==> src/rtl/round_sched_if.sv <==
// Signal bundle between the round scheduler and the rest of the reaction game.
// Event protocol: slowen is a one-clk strobe, rand_bit is fresh every clk, btn is a synchronized level.
interface round_sched_if;
    logic       slowen;
    logic       rand_bit;
    logic       btn;
    logic       leds_on;
    logic [1:0] led_control;
    logic       clear;
    logic       winrnd;
    logic [3:0] score;
    logic       game_over;
    logic       win;

    modport slave (
        input  slowen, rand_bit, btn,
        output leds_on, led_control, clear, winrnd, score, game_over, win
    );

    modport master (
        output slowen, rand_bit, btn,
        input  leds_on, led_control, clear, winrnd, score, game_over, win
    );
endinterface

==> src/rtl/round_sched.sv <==
// Round sequencer for the LED reaction game: random pre-delay, lit window, press judging, scoring.
// Every output is a register updated on the transition into the state that owns it.
module round_sched #(
    parameter int ROUNDS     = 8,
    parameter int MIN_DELAY  = 4,
    parameter int WINDOW     = 16,
    parameter int WIN_THRESH = 6
) (
    input  logic         clk,
    input  logic         rst,
    round_sched_if.slave bus,
    output logic [2:0]   fsm_state
);
    localparam int DW = $clog2(MIN_DELAY + 16);
    localparam int WW = $clog2(WINDOW + 1);

    typedef enum logic [2:0] {
        S_IDLE = 3'd0,
        S_CLR  = 3'd1,
        S_WAIT = 3'd2,
        S_SHOW = 3'd3,
        S_HIT  = 3'd4,
        S_MISS = 3'd5,
        S_NEXT = 3'd6,
        S_DONE = 3'd7
    } state_t;

    state_t          state;
    logic [3:0]      rand_sr;
    logic            btn_q;
    logic            press;
    logic [3:0]      round;
    logic [DW-1:0]   dly;
    logic [DW-1:0]   dly_load;
    logic [WW-1:0]   win_cnt;

    logic            leds_on_r;
    logic [1:0]      led_control_r;
    logic            clear_r;
    logic            winrnd_r;
    logic [3:0]      score_r;
    logic            game_over_r;
    logic            win_r;

    assign press    = bus.btn & ~btn_q;
    assign dly_load = DW'(MIN_DELAY) + DW'(rand_sr);

    assign fsm_state       = state;
    assign bus.leds_on     = leds_on_r;
    assign bus.led_control = led_control_r;
    assign bus.clear       = clear_r;
    assign bus.winrnd      = winrnd_r;
    assign bus.score       = score_r;
    assign bus.game_over   = game_over_r;
    assign bus.win         = win_r;

    always_ff @(posedge clk) begin
        if (rst) begin
            state         <= S_IDLE;
            rand_sr       <= 4'd0;
            btn_q         <= 1'b1;   // a button held through reset must not count as a press
            round         <= 4'd0;
            dly           <= '0;
            win_cnt       <= '0;
            leds_on_r     <= 1'b0;
            led_control_r <= 2'd0;
            clear_r       <= 1'b0;
            winrnd_r      <= 1'b0;
            score_r       <= 4'd0;
            game_over_r   <= 1'b0;
            win_r         <= 1'b0;
        end else begin
            rand_sr  <= {rand_sr[2:0], bus.rand_bit};
            btn_q    <= bus.btn;
            clear_r  <= 1'b0;
            winrnd_r <= 1'b0;

            case (state)
                S_IDLE: begin
                    if (press) begin
                        state         <= S_CLR;
                        clear_r       <= 1'b1;
                        score_r       <= 4'd0;
                        round         <= 4'd0;
                        led_control_r <= 2'd0;
                    end
                end
                S_CLR: begin
                    state <= S_WAIT;
                    dly   <= dly_load;
                end
                S_WAIT: begin
                    // An early press beats a terminal tick: the LED was never lit.
                    if (press) begin
                        state <= S_MISS;
                    end else if (bus.slowen) begin
                        if (dly == DW'(1)) begin
                            state         <= S_SHOW;
                            leds_on_r     <= 1'b1;
                            led_control_r <= rand_sr[1:0];
                            win_cnt       <= WW'(WINDOW);
                        end else begin
                            dly <= dly - DW'(1);
                        end
                    end
                end
                S_SHOW: begin
                    if (press) begin
                        state     <= S_HIT;
                        leds_on_r <= 1'b0;
                        winrnd_r  <= 1'b1;
                        score_r   <= (score_r == 4'd15) ? score_r : score_r + 4'd1;
                    end else if (bus.slowen) begin
                        if (win_cnt == WW'(1)) begin
                            state     <= S_MISS;
                            leds_on_r <= 1'b0;
                        end else begin
                            win_cnt <= win_cnt - WW'(1);
                        end
                    end
                end
                S_HIT, S_MISS: begin
                    state <= S_NEXT;
                    round <= round + 4'd1;
                end
                S_NEXT: begin
                    if (round == 4'(ROUNDS)) begin
                        state       <= S_DONE;
                        game_over_r <= 1'b1;
                        win_r       <= (32'(score_r) >= WIN_THRESH);
                    end else begin
                        state <= S_WAIT;
                        dly   <= dly_load;
                    end
                end
                S_DONE: begin
                    if (press) begin
                        state         <= S_CLR;
                        clear_r       <= 1'b1;
                        score_r       <= 4'd0;
                        round         <= 4'd0;
                        led_control_r <= 2'd0;
                        game_over_r   <= 1'b0;
                        win_r         <= 1'b0;
                    end
                end
                default: state <= S_IDLE;
            endcase
        end
    end
endmodule

==> src/flat_wrapper.sv <==
// flat-port wrapper written by rule: the top's interface ports become plain ports
module round_sched_flat 
#(
    parameter int ROUNDS     = 8,
    parameter int MIN_DELAY  = 4,
    parameter int WINDOW     = 16,
    parameter int WIN_THRESH = 6
)
  (clk, rst, fsm_state, bus_slowen, bus_rand_bit, bus_btn, bus_leds_on, bus_led_control, bus_clear, bus_winrnd, bus_score, bus_game_over, bus_win);
  round_sched_if bus_i ();
  input  logic clk;
  input  logic rst;
  output logic [2:0] fsm_state;
  input wire logic [$bits(bus_i.slowen)-1:0] bus_slowen;
  input wire logic [$bits(bus_i.rand_bit)-1:0] bus_rand_bit;
  input wire logic [$bits(bus_i.btn)-1:0] bus_btn;
  output wire logic [$bits(bus_i.leds_on)-1:0] bus_leds_on;
  output wire logic [$bits(bus_i.led_control)-1:0] bus_led_control;
  output wire logic [$bits(bus_i.clear)-1:0] bus_clear;
  output wire logic [$bits(bus_i.winrnd)-1:0] bus_winrnd;
  output wire logic [$bits(bus_i.score)-1:0] bus_score;
  output wire logic [$bits(bus_i.game_over)-1:0] bus_game_over;
  output wire logic [$bits(bus_i.win)-1:0] bus_win;
  assign bus_i.slowen = bus_slowen;
  assign bus_i.rand_bit = bus_rand_bit;
  assign bus_i.btn = bus_btn;
  assign bus_leds_on = bus_i.leds_on;
  assign bus_led_control = bus_i.led_control;
  assign bus_clear = bus_i.clear;
  assign bus_winrnd = bus_i.winrnd;
  assign bus_score = bus_i.score;
  assign bus_game_over = bus_i.game_over;
  assign bus_win = bus_i.win;
  round_sched #(.ROUNDS(ROUNDS), .MIN_DELAY(MIN_DELAY), .WINDOW(WINDOW), .WIN_THRESH(WIN_THRESH)) u_core (.clk(clk), .rst(rst), .bus(bus_i), .fsm_state(fsm_state));
endmodule
==> config.mk <==
export PLATFORM = sky130hd
export DESIGN_NAME = round_sched_flat
export DESIGN_NICKNAME = d
export VERILOG_FILES = /design/src/rtl/round_sched_if.sv /design/src/rtl/round_sched.sv /design/src/flat_wrapper.sv
export SDC_FILE = /design/constraint.sdc
export NUM_CORES = 1
export LEC_CHECK = 0
export ABC_AREA = 1
export CAP_MARGIN = 20
export CORE_MARGIN = 4
export CORE_UTILIZATION = 55
export CTS_CLUSTER_SIZE = 12
export DETAILED_ROUTE_END_ITERATION = 16
export PLACE_DENSITY_LB_ADDON = 0.15
export SLEW_MARGIN = 20
export SYNTH_ARGS = -nofsm -noshare
export SYNTH_HDL_FRONTEND = slang
export SYNTH_SLANG_ARGS = --single-unit
==> constraint.sdc <==
create_clock -name clk -period 1.7 [get_ports clk]
set_clock_uncertainty 0.15 [all_clocks]
set_input_delay 0.34 -clock clk [delete_from_list [all_inputs] [get_ports clk]]
set_output_delay 0.34 -clock clk [all_outputs]
set_load 0.02 [all_outputs]
==> run summary, run 1 <==
Status: complete, no violations
Antenna violation net count after detailed routing: 0
Core Area: 3390 sq um
Longest Clk Path Bufs: 2
Drt first-iter violations: 136
CTS tree: built
Met2 WL: 2120 um
Antenna violations before repair: 0
Worst EP required: 1.78 ns
Cell Count Post-Placement: 371
Clk slew on worst S/H paths: 0.10 ns
Number of global-route vias before repair: 1651
Worst skew pair latency: 0.33 ns
Synth top cells by count: nand2_1, nor2_1, dfxtp_1, inv_1
# setup viols final: 0
# fillers: 287
Top FF cell, synth: dfxtp_1
Die height: 67.6 um
Top cells by area, synth: dfxtp_1, nand2_1, nor2_1, inv_1, ha_1
Synth warnings: 0
H-tree levels: 2
Power density of the placed cells: 1220 nW/um^2
Die Wd: 67.6 um
Setup crit end kind: flop
Fmax: 612 MHz
Crit path cell chain: inv_1 -> ha_2 -> nand2_1 -> nor2_2 -> nand2_1 -> nand2_4 -> nand3_2 -> nor2_1 -> nor2_1
Critical path launch point type: flop
Max-slew violation count: 0
Nets: 348
Inserted Diodes: 0
Final Cycle Share: 96.1%
Largest net degree at the start of global routing: 17
IO Count: 19
GR Util All Layers: 20.6%
Rel. slew slack: 82.4%
Fraction of layout instances using a drive strength above 1: 18.9%
Routed len/inst: 11.4 um
WL met1: 1990 um
Clock Sinks: 33
Drt drc: 0
Sequential fraction of the synthesis area: 33.8%
# Max-Cap Violations: 0
DR WL met3: 198 um
Via count: 1888
Routed wire length: 4350 um
Worst hold path class: reg -> reg
Vias per cell: 4.97
Dpl hpwl: 3220 um
Count leader, synth: nand2_1
Yosys cell types: 33
Final Hold Viols: 0
Final hold slack: 0.308 ns
Slowest stage cell, crit path: dfxtp_1
Highest cell delay on the worst timing path: 0.32 ns
Crit-path max FO: 5
Total power: 2.94 mW
Drt pass-1 iters: 4
Post-synth EDFFs: 0
Number of port buffers: 18
Mapped Cells: 298
Leak: 1.18 nW
Top sig layer: met4
Worst IR drop on VDD: 0.894 mV
Cell Rows: 21
Synthesized flop and latch total: 33
Measured slew at the worst slew-check pin: 0.264 ns
Final Critical Period: 1.63 ns
First-pass GRT wire length: 7190 um
Synth-to-layout area growth: 23.6%
Top cell type's share of synthesized area: 33.8%
Cell taking the most area after synthesis: dfxtp_1
DIE AREA: 4570 sq um
CTS root buffer: clkbuf_4
Finished Layout Cells: 380
Total congestion overflow: 0
Num CTS Buffers: 5
Synth Net Count: 312
Initial Util: 57.7%
GPL Wtd Cong: 0.830
Post-synth ARST share: 0%
Netlist Area Pre-Place: 1950 sq um
Avg Synthesized Cell Area: 6.56 sq um
Crit path arrival time: 1.71 ns
Critical path type: reg -> reg
-- cell usage in the layout (no fill, tap or decap), drive strengths merged --
cell           count
xor2               4
clkbuf             7
a31oi              1
dlygate4sd2       14
clkdlybuf4s50      4
a21oi             14
nand2             81
o22ai              1
clkinv             1
nor3               3
o21ai             12
o21a               1
inv               43
a211oi             1
ha                 9
o211ai             1
nand4              4
dfxtp             33
nor2              63
nand3b             1
buf               16
nand3             20
-- report_power, final --
part / leakage (nW) / internal (mW) / switching, mW
Clock: 0.0314 / 0.195 / 0.246
Sequential: 0.270 / 0.903 / 0.116
Combinational: 0.880 / 0.547 / 0.929
-- sequential cells by signal (all words and copies together), names as in the netlist --
signal and count:
u_core.bus.win 1, u_core.win_cnt 5, u_core.dly 5, u_core.bus.clear 1, u_core.bus.game_over 1, u_core.bus.led_control 2
u_core.bus.winrnd 1, u_core.btn_q 1, u_core.fsm_state 3, u_core.bus.leds_on 1, u_core.round 4, u_core.bus.score 4
u_core.rand_sr 4
-- stage by stage --
stage	setup TNS [ns]	util [%]	setup WS, ns	instance area [sq um]
after floorplan	0	-	0.137	1950
after global placement	-4.13	68.4	-0.227	2320
after detailed placement	-4.68	68.4	-0.269	2320
after CTS	0	69.5	0.0349	2360
after global routing	-0.0739	71.2	-0.0235	2410
final	0	71.2	0.0658	2410
-- worst paths after layout --
kind / startpoint / to / slack [ns] / cells past startpoint
hold / removal: u_core.rand_sr[1] / u_core.rand_sr[2] / 0.31 / 2
setup / recovery: u_core.dly[1] / u_core.win_cnt[3] / 0.07 / 9
setup reg to reg: u_core.dly[1] / u_core.win_cnt[3] / 0.07 / 9
hold reg to reg: u_core.rand_sr[1] / u_core.rand_sr[2] / 0.31 / 2
-- cell type report --
cell class / instances / area [sq um] / share of cell area, %
Inverter: 44 / 165 / 6.84
Timing Repair Buffer: 34 / 333 / 13.8
Clock buffer: 7 / 55.1 / 2.28
Multi-Input combinational cell: 216 / 1140 / 47.2
Tap cell: 46 / 57.6 / 2.38
Sequential cell: 33 / 666 / 27.6
-- worst max-delay path, delay by kind of cell, from the launching register on --
family	cells	cell delay [ns]
fa+ha+maj	1	0.20
simple gates	7	0.77
buf+inv	1	0.10
flops	1	0.32
-- timing repair --
| item | CTS | global route |
|---|---|---|
| pin swaps | 0 | 3 |
| hold buffers | 0 | 0 |
| setup endpoints to repair | 14 | 19 |
| resized for setup | 14 | 13 |
| setup buffers | 0 | 1 |
| cloned | 0 | 1 |
-- cell families after synthesis --
group,share of synthesized area [%]
simple gates,39.8
buf+inv,10.2
flops,33.8
compound gates,8.64
fa+ha+maj,5.76
xor+xnor,1.79
-- per-layer routing --
layer / vias up / track usage, %
met2: 39 / 34.1
met5: - / 0
met1: 845 / 26.1
li1: 998 / -
met3: 6 / 5.49
met4: 0 / 6.08
No activity file was read; power rests on OpenSTA's default activity.
==> inputs of run 2 (changes only) <==
--- a/config.mk
+++ b/config.mk
@@ -12,6 +12,7 @@
 export CTS_CLUSTER_SIZE = 12
 export DETAILED_ROUTE_END_ITERATION = 16
 export PLACE_DENSITY_LB_ADDON = 0.15
+export REMOVE_ABC_BUFFERS = 1
 export SLEW_MARGIN = 20
 export SYNTH_ARGS = -nofsm -noshare
 export SYNTH_HDL_FRONTEND = slang
==> run 2 against run 1 <==
Die area did not move. Wire length fell by 4.5%. First-iteration DRC count fell by 30%. Count of clock-buffer cells in the layout did not move. Flip-flop and latch count did not move. Largest cell class unchanged. Global-route usage rose by 0.32 points. Setup slack improved by 0.0075 ns. Critical endpoint is now u_core.dly[4].
==> run summary, run 2 (synthesis results as in run 1) <==
Commonest non-fill, non-tap cell in the layout: nand2_1
Antenna violation net count after detailed routing: 0 (unchanged)
Dpl hpwl: 3060 um (-5.1%)
Worst EP required: 1.84 ns (+0.06 ns)
R2r setup slk: 0.07 ns (about the same)
Slowest stage cell, crit path: dfxtp_2
Setup crit end kind: flop
R2r startpoint: u_core.round[0]
Final Hold Viols: 0 (unchanged)
Worst skew pair latency: 0.34 ns (about the same)
Fmax: 615 MHz (+0.46%)
CTS tree: built
Drt first-iter violations: 95 (-30%)
Die height: 67.6 um (unchanged)
H-tree levels: 2 (unchanged)
First-pass GRT wire length: 7300 um (+1.5%)
Top sig layer: met4
Drt pass-1 iters: 4 (unchanged)
Critical path launch point type: flop
Crit path from: u_core.round[0]
Worst hold endpoint: u_core.rand_sr[1]
Biggest regs: u_core.dly (5), u_core.win_cnt (5)
Clock Sinks: 33 (unchanged)
Crit path arrival time: 1.77 ns (+0.06 ns)
Routed len/inst: 10.9 um (-5.0%)
Core Area: 3390 sq um (unchanged)
Longest Clk Path Bufs: 2 (unchanged)
Cts hold-fix bufs: 0 (unchanged)
Synth-to-layout area growth: 24.5%
Inserted Diodes: 0 (unchanged)
Rel. slew slack: 82.2% (-0.21 points)
Nets: 349 (+0.29%)
Hold Path Depth: 2 (unchanged)
GPL Wtd Cong: 0.894 (+7.7%)
Max-slew violation count: 0 (unchanged)
WL met1: 2040 um (+2.5%)
Commonest non-fill, non-tap cells in the layout: nand2_1, nor2_1, inv_1, dfxtp_1, buf_4
Largest net degree at the start of global routing: 13 (-4)
Crit-path max FO: 7 (+2)
Power density of the placed cells: 1260 nW/um^2 (+3.9%)
Total congestion overflow: 0 (unchanged)
Cell Rows: 21 (unchanged)
Final Critical Period: 1.63 ns (-0.00750 ns)
Leak: 1.19 nW (+1.0%)
DR WL met3: 144 um (-27%)
Most frequent CP cell: nor2_1
Measured slew at the worst slew-check pin: 0.267 ns (+0.00318 ns)
Via count: 1876 (-0.64%)
Clk slew on worst S/H paths: 0.11 ns (about the same)
# Max-Cap Violations: 0 (unchanged)
Hold path start: u_core.rand_sr[0]
Antenna violations before repair: 0 (unchanged)
Crit path cell chain: inv_1 -> ha_1 -> nand2_1 -> nor2_1 -> nand2_1 -> nand3_2 -> nor2_4 -> buf_4 -> nor2_1 -> nor2_1
Setup TNS: 0 ns (unchanged)
Total power: 3.07 mW (+4.7%)
Highest cell delay on the worst timing path: 0.36 ns (+0.04 ns)
Die Wd: 67.6 um (unchanged)
RSZ-0062 raised after global routing: true
Worst IR drop on VDD: 0.559 mV (-38%)
DP Area: 2290 sq um (-1.1%)
Worst r2r dst: u_core.dly[4]
Status: complete, no violations
Final instance area: 2430 sq um (+0.78%)
GR Util All Layers: 20.9% (+0.32 points)
Drt drc: 0 (unchanged)
Fraction of layout instances using a drive strength above 1: 20.5% (+1.7 points)
Worst Reg2Reg Path Length in Cells: 10 (+1)
Num CTS Buffers: 5 (unchanged)
Critical path type: reg -> reg
Number of global-route vias before repair: 1700 (+3.0%)
CTS root buffer: clkbuf_4
Initial Util: 57.7% (unchanged)
Met2 WL: 1880 um (-11%)
Routed wire length: 4150 um (-4.5%)
Vias per cell: 4.91 (-1.2%)
IO Count: 19 (unchanged)
Final Cycle Share: 95.7% (-0.44 points)
Number of port buffers: 18 (unchanged)
Worst hold path class: reg -> reg
DIE AREA: 4570 sq um (unchanged)
# setup viols final: 0 (unchanged)
## run 2: changes by cell type in the layout (fill, tap and decap cells not counted), moves of 2 or more
cell,change
dfxtp_2,+2
nand2_1,-3
buf_12,-2
nand3_1,+2
dfxtp_1,-2
nand3_2,-2
nand2_2,+3
buf_4,+3
## run 2: repair_timing
item	4_1_cts	5_1_grt
cloned	0	1
endpoints found under the setup margin	15	20
hold endpoints to repair	0	0
gates resized for setup	15	18
pin swaps	0	5
buffers inserted	0	2
## run 2: how the worst max path moves through the flow
stage	endpoint	slack [ns]	cells past startpoint
after floorplan	u_core.bus.score[1]	-0.05	7
after global placement	u_core.win_cnt[1]	-0.19	11
after detailed placement	u_core.win_cnt[0]	-0.22	11
after CTS	fsm_state[1]	0.008	1
after global routing	u_core.dly[3]	-0.01	10
final	u_core.dly[4]	0.07	10
## run 2: per-layer routing
layer	GRT usage (%)	up-vias
li1	-	1002
met1	26.6	836
met2	32.8	29
met3	5.49	9
met4	9.87	0
met5	0	-
## run 2: critical path: cells and delay by family (launching register included)
family	cells	cell delay, ns
simple gates	7	0.66
fa+ha+maj	1	0.20
buf+inv	2	0.21
flops	1	0.36
## run 2: final cells by class
cell class / count / area, sq um
multi-input cells: 216 / 1140
fillers: 296 / 956
flip-flops and latches: 33 / 668
repair buffers: 35 / 317
inverters: 44 / 165
well taps: 46 / 57.6
clock buffers: 7 / 55.1
clock inverters: 1 / 30.0
## run 2: where the power goes
group / total [mW] / switching [mW] / internal, mW
clock: 0.624 / 0.273 / 0.351
sequential: 1.02 / 0.116 / 0.907
combinational: 1.43 / 0.895 / 0.532
total: 3.07 / 1.28 / 1.79
## run 2: through the flow
step	util, %	cells	hold slack [ns]	setup slack (ns)
2_1_floorplan	-	292	0.259	-0.0473
3_3_place_gp	67.7	371	0.287	-0.186
3_5_place_dp	67.7	371	0.283	-0.225
4_1_cts	69.9	379	0.307	0.00829
5_1_grt	71.8	382	0.332	-0.0125
6_report	71.8	382	0.305	0.0733
==> inputs of run 3 (changes only) <==
--- a/config.mk
+++ b/config.mk
@@ -7,6 +7,7 @@
 export LEC_CHECK = 0
 export ABC_AREA = 1
 export CAP_MARGIN = 20
+export CORE_ASPECT_RATIO = 0.8
 export CORE_MARGIN = 4
 export CORE_UTILIZATION = 55
 export CTS_CLUSTER_SIZE = 12
==> run 3 against run 2 <==
Cell count is 0.52% lower. Non-clock buffer count increased by 2. Register-to-register slack about the same. Die area is 0.13% higher. Sequential share of layout area is 0.32 points lower.
==> run summary, run 3 (synthesis results as in run 1) <==
Worst IR drop on VDD: 1.08 mV (+94%)
Critical path launch point type: flop
GPL Wtd Cong: 0.860 (-3.7%)
Highest cell delay on the worst timing path: 0.39 ns (+0.03 ns)
# setup viols final: 0 (unchanged)
Cell family with most CP delay: simple AND/OR/NAND/NOR gates
Final Hold Viols: 0 (unchanged)
Drt drc: 0 (unchanged)
Num CTS Buffers: 5 (unchanged)
Status: complete, no violations
Via count: 1893 (+0.91%)
Cts hold-fix bufs: 0 (unchanged)
Inserted Diodes: 0 (unchanged)
Dpl hpwl: 3180 um (+3.9%)
Core Area: 3420 sq um (+1.0%)
Post-route setup slack: 0.0732 ns (-0.0000656 ns)
Synth-to-layout area growth: 26.7%
Number of port buffers: 18 (unchanged)
Crit path arrival time: 1.65 ns (-0.12 ns)
Drt first-iter violations: 100 (+5.3%)
Crit path cell chain: buf_6 -> nand3_4 -> nor2_1 -> nand2_2 -> buf_4 -> a31oi_1 -> nor2_1
Leak: 1.23 nW (+3.1%)
Measured slew at the worst slew-check pin: 0.309 ns (+0.0419 ns)
Nets: 351 (+0.57%)
Power density of the placed cells: 1320 nW/um^2 (+4.7%)
Final Critical Period: 1.63 ns (+0.0000656 ns)
Utilization after layout: 72.3% (+0.53 points)
Most frequent CP cell: nor2_1
Fmax: 615 MHz (about the same)
WP buf/inv: 2 (unchanged)
Commonest non-fill, non-tap cell in the layout: nand2_1
Longest Clk Path Bufs: 2 (unchanged)
Total congestion overflow: 0 (unchanged)
Dpl ws: -0.235 ns (-0.0106 ns)
Vias per cell: 4.98 (+1.4%)
Drt pass-1 iters: 6 (+2)
Final Cycle Share: 95.7% (about the same)
Routed len/inst: 11.8 um (+8.5%)
Crit-path max FO: 9 (+2)
Finished Layout Cells: 380 (-0.52%)
Commonest non-fill, non-tap cells in the layout: nand2_1, nor2_1, inv_1, dfxtp_1, buf_4
# fillers: 305 (+3.0%)
Biggest regs: u_core.dly (5), u_core.win_cnt (5)
Cell Count Post-Placement: 370 (-0.27%)
IO Count: 19 (unchanged)
Worst EP required: 1.72 ns (-0.12 ns)
Routed wire length: 4480 um (+7.9%)
Fraction of layout instances using a drive strength above 1: 19.5% (-1.0 points)
# Max-Cap Violations: 0 (unchanged)
First-pass GRT wire length: 7350 um (+0.66%)
Critical path type: reg -> reg
Setup crit end kind: flop
Worst skew pair latency: 0.29 ns (-0.05 ns)
Number of global-route vias before repair: 1710 (+0.59%)
CTS root buffer: clkbuf_8
Max-slew violation count: 0 (unchanged)
GR Util All Layers: 21.5% (+0.54 points)
Cell Rows: 19 (-9.5%)
Die Wd: 74.6 um (+10%)
H-tree levels: 2 (unchanged)
CTS tree: built
Slowest stage cell, crit path: dfxtp_4
Rel. slew slack: 79.3% (-2.9 points)
Clk slew on worst S/H paths: 0.07 ns (-0.04 ns)
Largest net degree at the start of global routing: 17 (+4)
Worst hold path class: reg -> reg
Clock Sinks: 33 (unchanged)
Antenna violations before repair: 0 (unchanged)
RSZ-0062 raised after global routing: false
Die height: 61.3 um (-9.3%)
Antenna violation net count after detailed routing: 0 (unchanged)
DIE AREA: 4580 sq um (+0.13%)
Initial Util: 57.1% (-0.57 points)
run 3: worst reg2reg max path, cell delays in order, from the launching register on:
cell and delay [ns]:
dfxtp_4 0.39, buf_6 0.16, nand3_4 0.15, nor2_1 0.15, nand2_2 0.08, buf_4 0.14
a31oi_1 0.21, nor2_1 0.07
run 3: path summary, 6_finish.rpt:
kind                            slack [ns]           startpoint  cells past startpoint            endpoint
worst max-delay path                  0.07  u_core.fsm_state[0]                      7  u_core.bus.leds_on
worst min-delay path                  0.31    u_core.rand_sr[2]                      2   u_core.rand_sr[3]
worst max register to register        0.07  u_core.fsm_state[0]                      7  u_core.bus.leds_on
worst min register to register        0.31    u_core.rand_sr[2]                      2   u_core.rand_sr[3]
run 3: power by group:
| part | internal, mW | switching (mW) | total (mW) |
|---|---|---|---|
| clock network | 0.478 | 0.299 | 0.777 |
| logic | 0.540 | 0.919 | 1.46 |
| registers | 0.911 | 0.128 | 1.04 |
| total | 1.93 | 1.35 | 3.27 |
run 3: metal layers:
metal,wire [um],track usage [%],up-vias
met5,0,0,-
met1,2180,27.3,841
met2,2050,34.5,39
li1,-,-,1005
met4,78,10.7,0
met3,177,5.06,8
run 3: repair_timing:
action,4_1_cts,5_1_grt
hold endpoints to repair,0,0
buffers inserted,0,1
resized for setup,15,17
endpoints found under the setup margin,14,20
pin swaps,0,2
cloned,0,1
run 3: per-stage QoR:
step | area [sq um] | setup TNS [ns] | total power, mW | hold slack, ns
after floorplan | 1920 | -0.0553 | 2.01 | 0.259
after global placement | 2300 | -3.45 | 2.38 | 0.288
after detailed placement | 2300 | -3.95 | 2.41 | 0.295
after CTS | 2400 | 0 | 3.20 | 0.307
after global routing | 2480 | 0 | 3.54 | 0.315
final | 2480 | 0 | 3.27 | 0.306
run 3: cell type report:
type | instances | area (sq um) | area share, %
clock inverters | 1 | 30.0 | 1.21
multi-input cells | 216 | 1140 | 46.0
clock buffers | 7 | 86.3 | 3.49
flip-flops and latches | 33 | 672 | 27.1
inverters | 44 | 168 | 6.77
repair buffers | 37 | 329 | 13.3
well taps | 42 | 52.6 | 2.12
==> patch 1: new RTL, settings of run 3 <==
Register the output `fsm_state` once more, with the module's reset; this adds one clock of latency there. The other outputs are not delayed to match.
--- a/src/rtl/round_sched.sv
+++ b/src/rtl/round_sched.sv
@@ -45,7 +45,13 @@
     assign press    = bus.btn & ~btn_q;
     assign dly_load = DW'(MIN_DELAY) + DW'(rand_sr);
 
-    assign fsm_state       = state;
+    always_ff @(posedge clk) begin
+        if (rst) begin
+            fsm_state <= '0;
+        end else begin
+            fsm_state <= state;
+        end
+    end
     assign bus.leds_on     = leds_on_r;
     assign bus.led_control = led_control_r;
     assign bus.clear       = clear_r;
Function: changed (Yosys sat finds a counterexample within 4 cycles, from zero or initial values and one cycle with rst high).
==> patch 1 against run 3 <==
  * Area after synthesis increased by 6.3%
  * Sequential cell count increased by 3
  * Power down 2.9%
  * Design area up 3.2%
  * Critical path type is now in -> reg
  * Non-clock buffer count is the same
  * Register-to-register slack better by 0.03 ns
  * Largest cell class unchanged
  * Routed wire length grew 4.5%
  * Worst setup slack gained 0.013 ns
  * Worst hold slack got worse by 0.0035 ns
==> patch 1: results (changes against run 3) <==
- DRC viols: 0 (unchanged)
- Share of cells above drive strength 1: 20.87% (+1.3 points)
- Largest net degree at the start of global routing: 12 (-5)
- Pre-CTS setup slack: -0.1612 ns (+0.07414 ns)
- Routability cong.: 0.8676 (+0.85%)
- Period utilization: 94.94% (-0.76 points)
- Crit Reg-Reg Endpoint: u_core.win_cnt[1]
- Worst Setup SP: bus_btn
- Most frequent cells after synthesis: nor2_1, nand2_1, dfxtp_1
- H-Tree Depth: 2 (unchanged)
- Synth unique cells: 28 (-15%)
- Compound-Gate Fraction of Synth Area: 8.609% (-0.033 points)
- Hold EP: u_core.round[0]
- CTS Buffer Depth: 2 (unchanged)
- Synth area leaders: dfxtp_1, nor2_1, nand2_1, inv_1, ha_1
- Clock Latency Late Sink: 0.29 ns (about the same)
- Reg2reg setup slack: 0.10 ns (+0.03 ns)
- Hold_sp: u_core.round[0]
- Placed insts: 378 (+2.2%)
- DRT Wirelength: 4682 um (+4.5%)
- Top Family by Delay on Critical Path: buffers and inverters
- Final #Nets: 358 (+2.0%)
- DR vias: 2012 (+6.3%)
- Mux contribution to synthesized area: 0% (unchanged)
- Peak per-stage delay on the critical path: 0.49 ns (+0.10 ns)
- R2R cell count: 10 (+3)
- Vias in the first global route: 1786 (+4.4%)
- Net switching power: 1.330 mW (-1.2%)
- Global-route wire length before repair: 8010 um (+9.0%)
- Mean Syn Cell Area: 6.770 sq um (+3.2%)
- Hold_ws: 0.3021 ns (-0.003537 ns)
- VDD IR max: 0.0006800 V (-37%)
- Post-synthesis sequential area ratio: 34.68% (+0.88 points)
- Synth Area in XOR/XNOR: 0% (-1.8 points)
- P_leak: 1.269 nW (+3.1%)
- Pre-antenna DRT Iters: 4 (-2)
- Dpl hpwl: 3450 um (+8.6%)
- Rel. slew slack: 81.04% (+1.8 points)
- Slowest CP cell: clkdlybuf4s50_1
- Post-CTS Resized: 11 (-4)
- Routed length per instance: 12.10 um (+2.6%)
- Initial DRC Count: 126 (+26%)
- Data arrival, critical path: 1.66 ns
- Reg clk slew, reported paths: 0.07 ns (about the same)
- Critical Path Fanout Max: 8 (-1)
- Total track usage: 20.35% (-1.1 points)
- Worst hold stages: 1 (-1)
- Worst r2r src: u_core.dly[1]
- Outcome: finished, final reports clean
- DP Area: 2402 sq um (+4.5%)
- Post-Synth Adder-Cell Area: 5.418% (-0.34 points)
-- patch 1: routing by layer --
metal | vias to the layer above | track usage (%) | wire length (um)
met2 | 52 | 30.11 | 2041
met4 | 0 | 8.597 | 112
met3 | 10 | 4.179 | 237
li1 | 1037 | - | -
met1 | 913 | 28.50 | 2291
met5 | - | 0 | 0
-- patch 1: layout make-up --
cell class	count	area, sq um
Multi-Input combinational cell	225	1196
Fill cell	295	987.2
Sequential cell	36	726.9
Timing Repair Buffer	37	332.8
Inverter	39	153.9
Clock buffer	6	82.58
Tap cell	42	52.55
Clock inverter	2	10.01
-- patch 1: power by group through the flow --
stage / Clock (mW) / Combinational [mW] / Sequential [mW]
after CTS: 0.652 / 1.35 / 1.08
after global placement: 0 / 1.34 / 1.10
after detailed placement: 0 / 1.36 / 1.10
final: 0.643 / 1.45 / 1.09
after floorplan: 0 / 0.910 / 1.18
after global routing: 0.689 / 1.65 / 1.11
==> patch 2: new RTL, config.mk and constraints of run 3 <==
Without the edit above. `MIN_DELAY` is set to 4 in 2 places; all go to 2.
--- a/src/rtl/round_sched.sv
+++ b/src/rtl/round_sched.sv
@@ -2,7 +2,7 @@
 // Every output is a register updated on the transition into the state that owns it.
 module round_sched #(
     parameter int ROUNDS     = 8,
-    parameter int MIN_DELAY  = 4,
+    parameter int MIN_DELAY  = 2,
     parameter int WINDOW     = 16,
     parameter int WIN_THRESH = 6
 ) (
--- a/src/flat_wrapper.sv
+++ b/src/flat_wrapper.sv
@@ -2,7 +2,7 @@
 module round_sched_flat 
 #(
     parameter int ROUNDS     = 8,
-    parameter int MIN_DELAY  = 4,
+    parameter int MIN_DELAY  = 2,
     parameter int WINDOW     = 16,
     parameter int WIN_THRESH = 6
 )
Check against the original RTL: not equivalent (a bounded check fails within 10 cycles, from zero or initial values and one cycle with rst high).
==> patch 2 against run 3 <==
  * Routed wire length fell by 3.0%
  * Power is 8.3% higher
  * Global-route usage fell by 0.41 points
  * Combinational power increased by 30%
  * Area after synthesis down 1.2%
  * Sequential share of layout area increased by 1.1 points
  * Die area decreased by 1.0%
  * Synthesized cell count down 4.7%
  * Worst hold slack got worse by 0.014 ns
  * Design area down 5.0%
  * Sequential power barely moved
  * Worst setup slack got worse by 0.052 ns
  * Sequential cell count is the same
  * Largest cell class unchanged
  * Largest power group unchanged
  * Highest routed layer unchanged
==> patch 2: results (changes against run 3) <==
- Outcome: finished, final reports clean
- Data arrival, critical path: 1.19 ns (-0.46 ns)
- Crit Reg-Reg Endpoint: u_core.dly[1]
- Hold EP: u_core.rand_sr[1]
- Worst Setup SP: u_core.bus.clear
- Total track usage: 21.08% (-0.41 points)
- Period utilization: 98.74% (+3.0 points)
- Placed insts: 352 (-4.9%)
- Reg2reg setup slack: 0.09 ns (+0.02 ns)
- Post-Synth Adder-Cell Area: 5.829% (+0.067 points)
- Crit path capture: bus_clear
- Post-synthesis sequential area ratio: 34.20% (+0.39 points)
- Worst r2r src: u_core.dly[1]
- VDD IR max: 0.001041 V (-3.8%)
- Largest net degree at the start of global routing: 14 (-3)
- M1 GR Usage: 28.90% (+1.6 points)
- Synth Area in XOR/XNOR: 1.360% (-0.43 points)
- Worst Tran Pin Value: 0.4533 ns (+0.1446 ns)
- Synth unique cells: 31 (-6.1%)
- Global-route wire length before repair: 7389 um (+0.56%)
- Slowest CP cell: clkdlybuf4s50_1
- Share of cells above drive strength 1: 17.08% (-2.4 points)
- Fin cells: 362 (-4.7%)
- Peak per-stage delay on the critical path: 0.59 ns (+0.20 ns)
- Compound-Gate Fraction of Synth Area: 7.707% (-0.94 points)
- Filler cell count: 282 (-7.5%)
- DRT Wirelength: 4346 um (-3.0%)
- Worst hold stages: 2 (unchanged)
- P_leak: 1.187 nW (-3.6%)
- Most frequent cells after synthesis: nand2_1, nor2_1, inv_1
- Dpl hpwl: 3213 um (+1.1%)
- Initial DRC Count: 116 (+16%)
- Routability cong.: 0.9108 (+5.9%)
- Final #Nets: 336 (-4.3%)
- Hold_sp: u_core.rand_sr[0]
- Hold_ws: 0.2917 ns (-0.01394 ns)
==> patch 2: cell types whose count changed after synthesis, moves of 5 or more <==
cell | before | now
nand4_1 | 4 | 11
nand2_1 | 75 | 66
nand3_1 | 13 | 20
inv_2 | 11 | 4
inv_1 | 32 | 37
nor2_1 | 58 | 44
==> patch 2: layout make-up <==
| type | instances | area, sq um | area share (%) |
|---|---|---|---|
| Multi-Input combinational cell | 204 | 1090 | 46.33 |
| Tap cell | 40 | 50.05 | 2.128 |
| Clock buffer | 7 | 86.33 | 3.670 |
| Inverter | 43 | 165.2 | 7.021 |
| Timing Repair Buffer | 35 | 297.8 | 12.66 |
| Sequential cell | 33 | 663.1 | 28.19 |
==> patch 2: per-layer routing <==
metal / vias to the layer above / routed length (um)
met1: 843 / 2052
met3: 8 / 272
met2: 57 / 1955
li1: 977 / -
met5: - / 0
met4: 0 / 65
==> patch 2: where the power goes <==
part,switching [mW],internal (mW)
Combinational,1.24,0.662
Clock,0.278,0.321
Sequential,0.126,0.918
Total,1.65,1.90
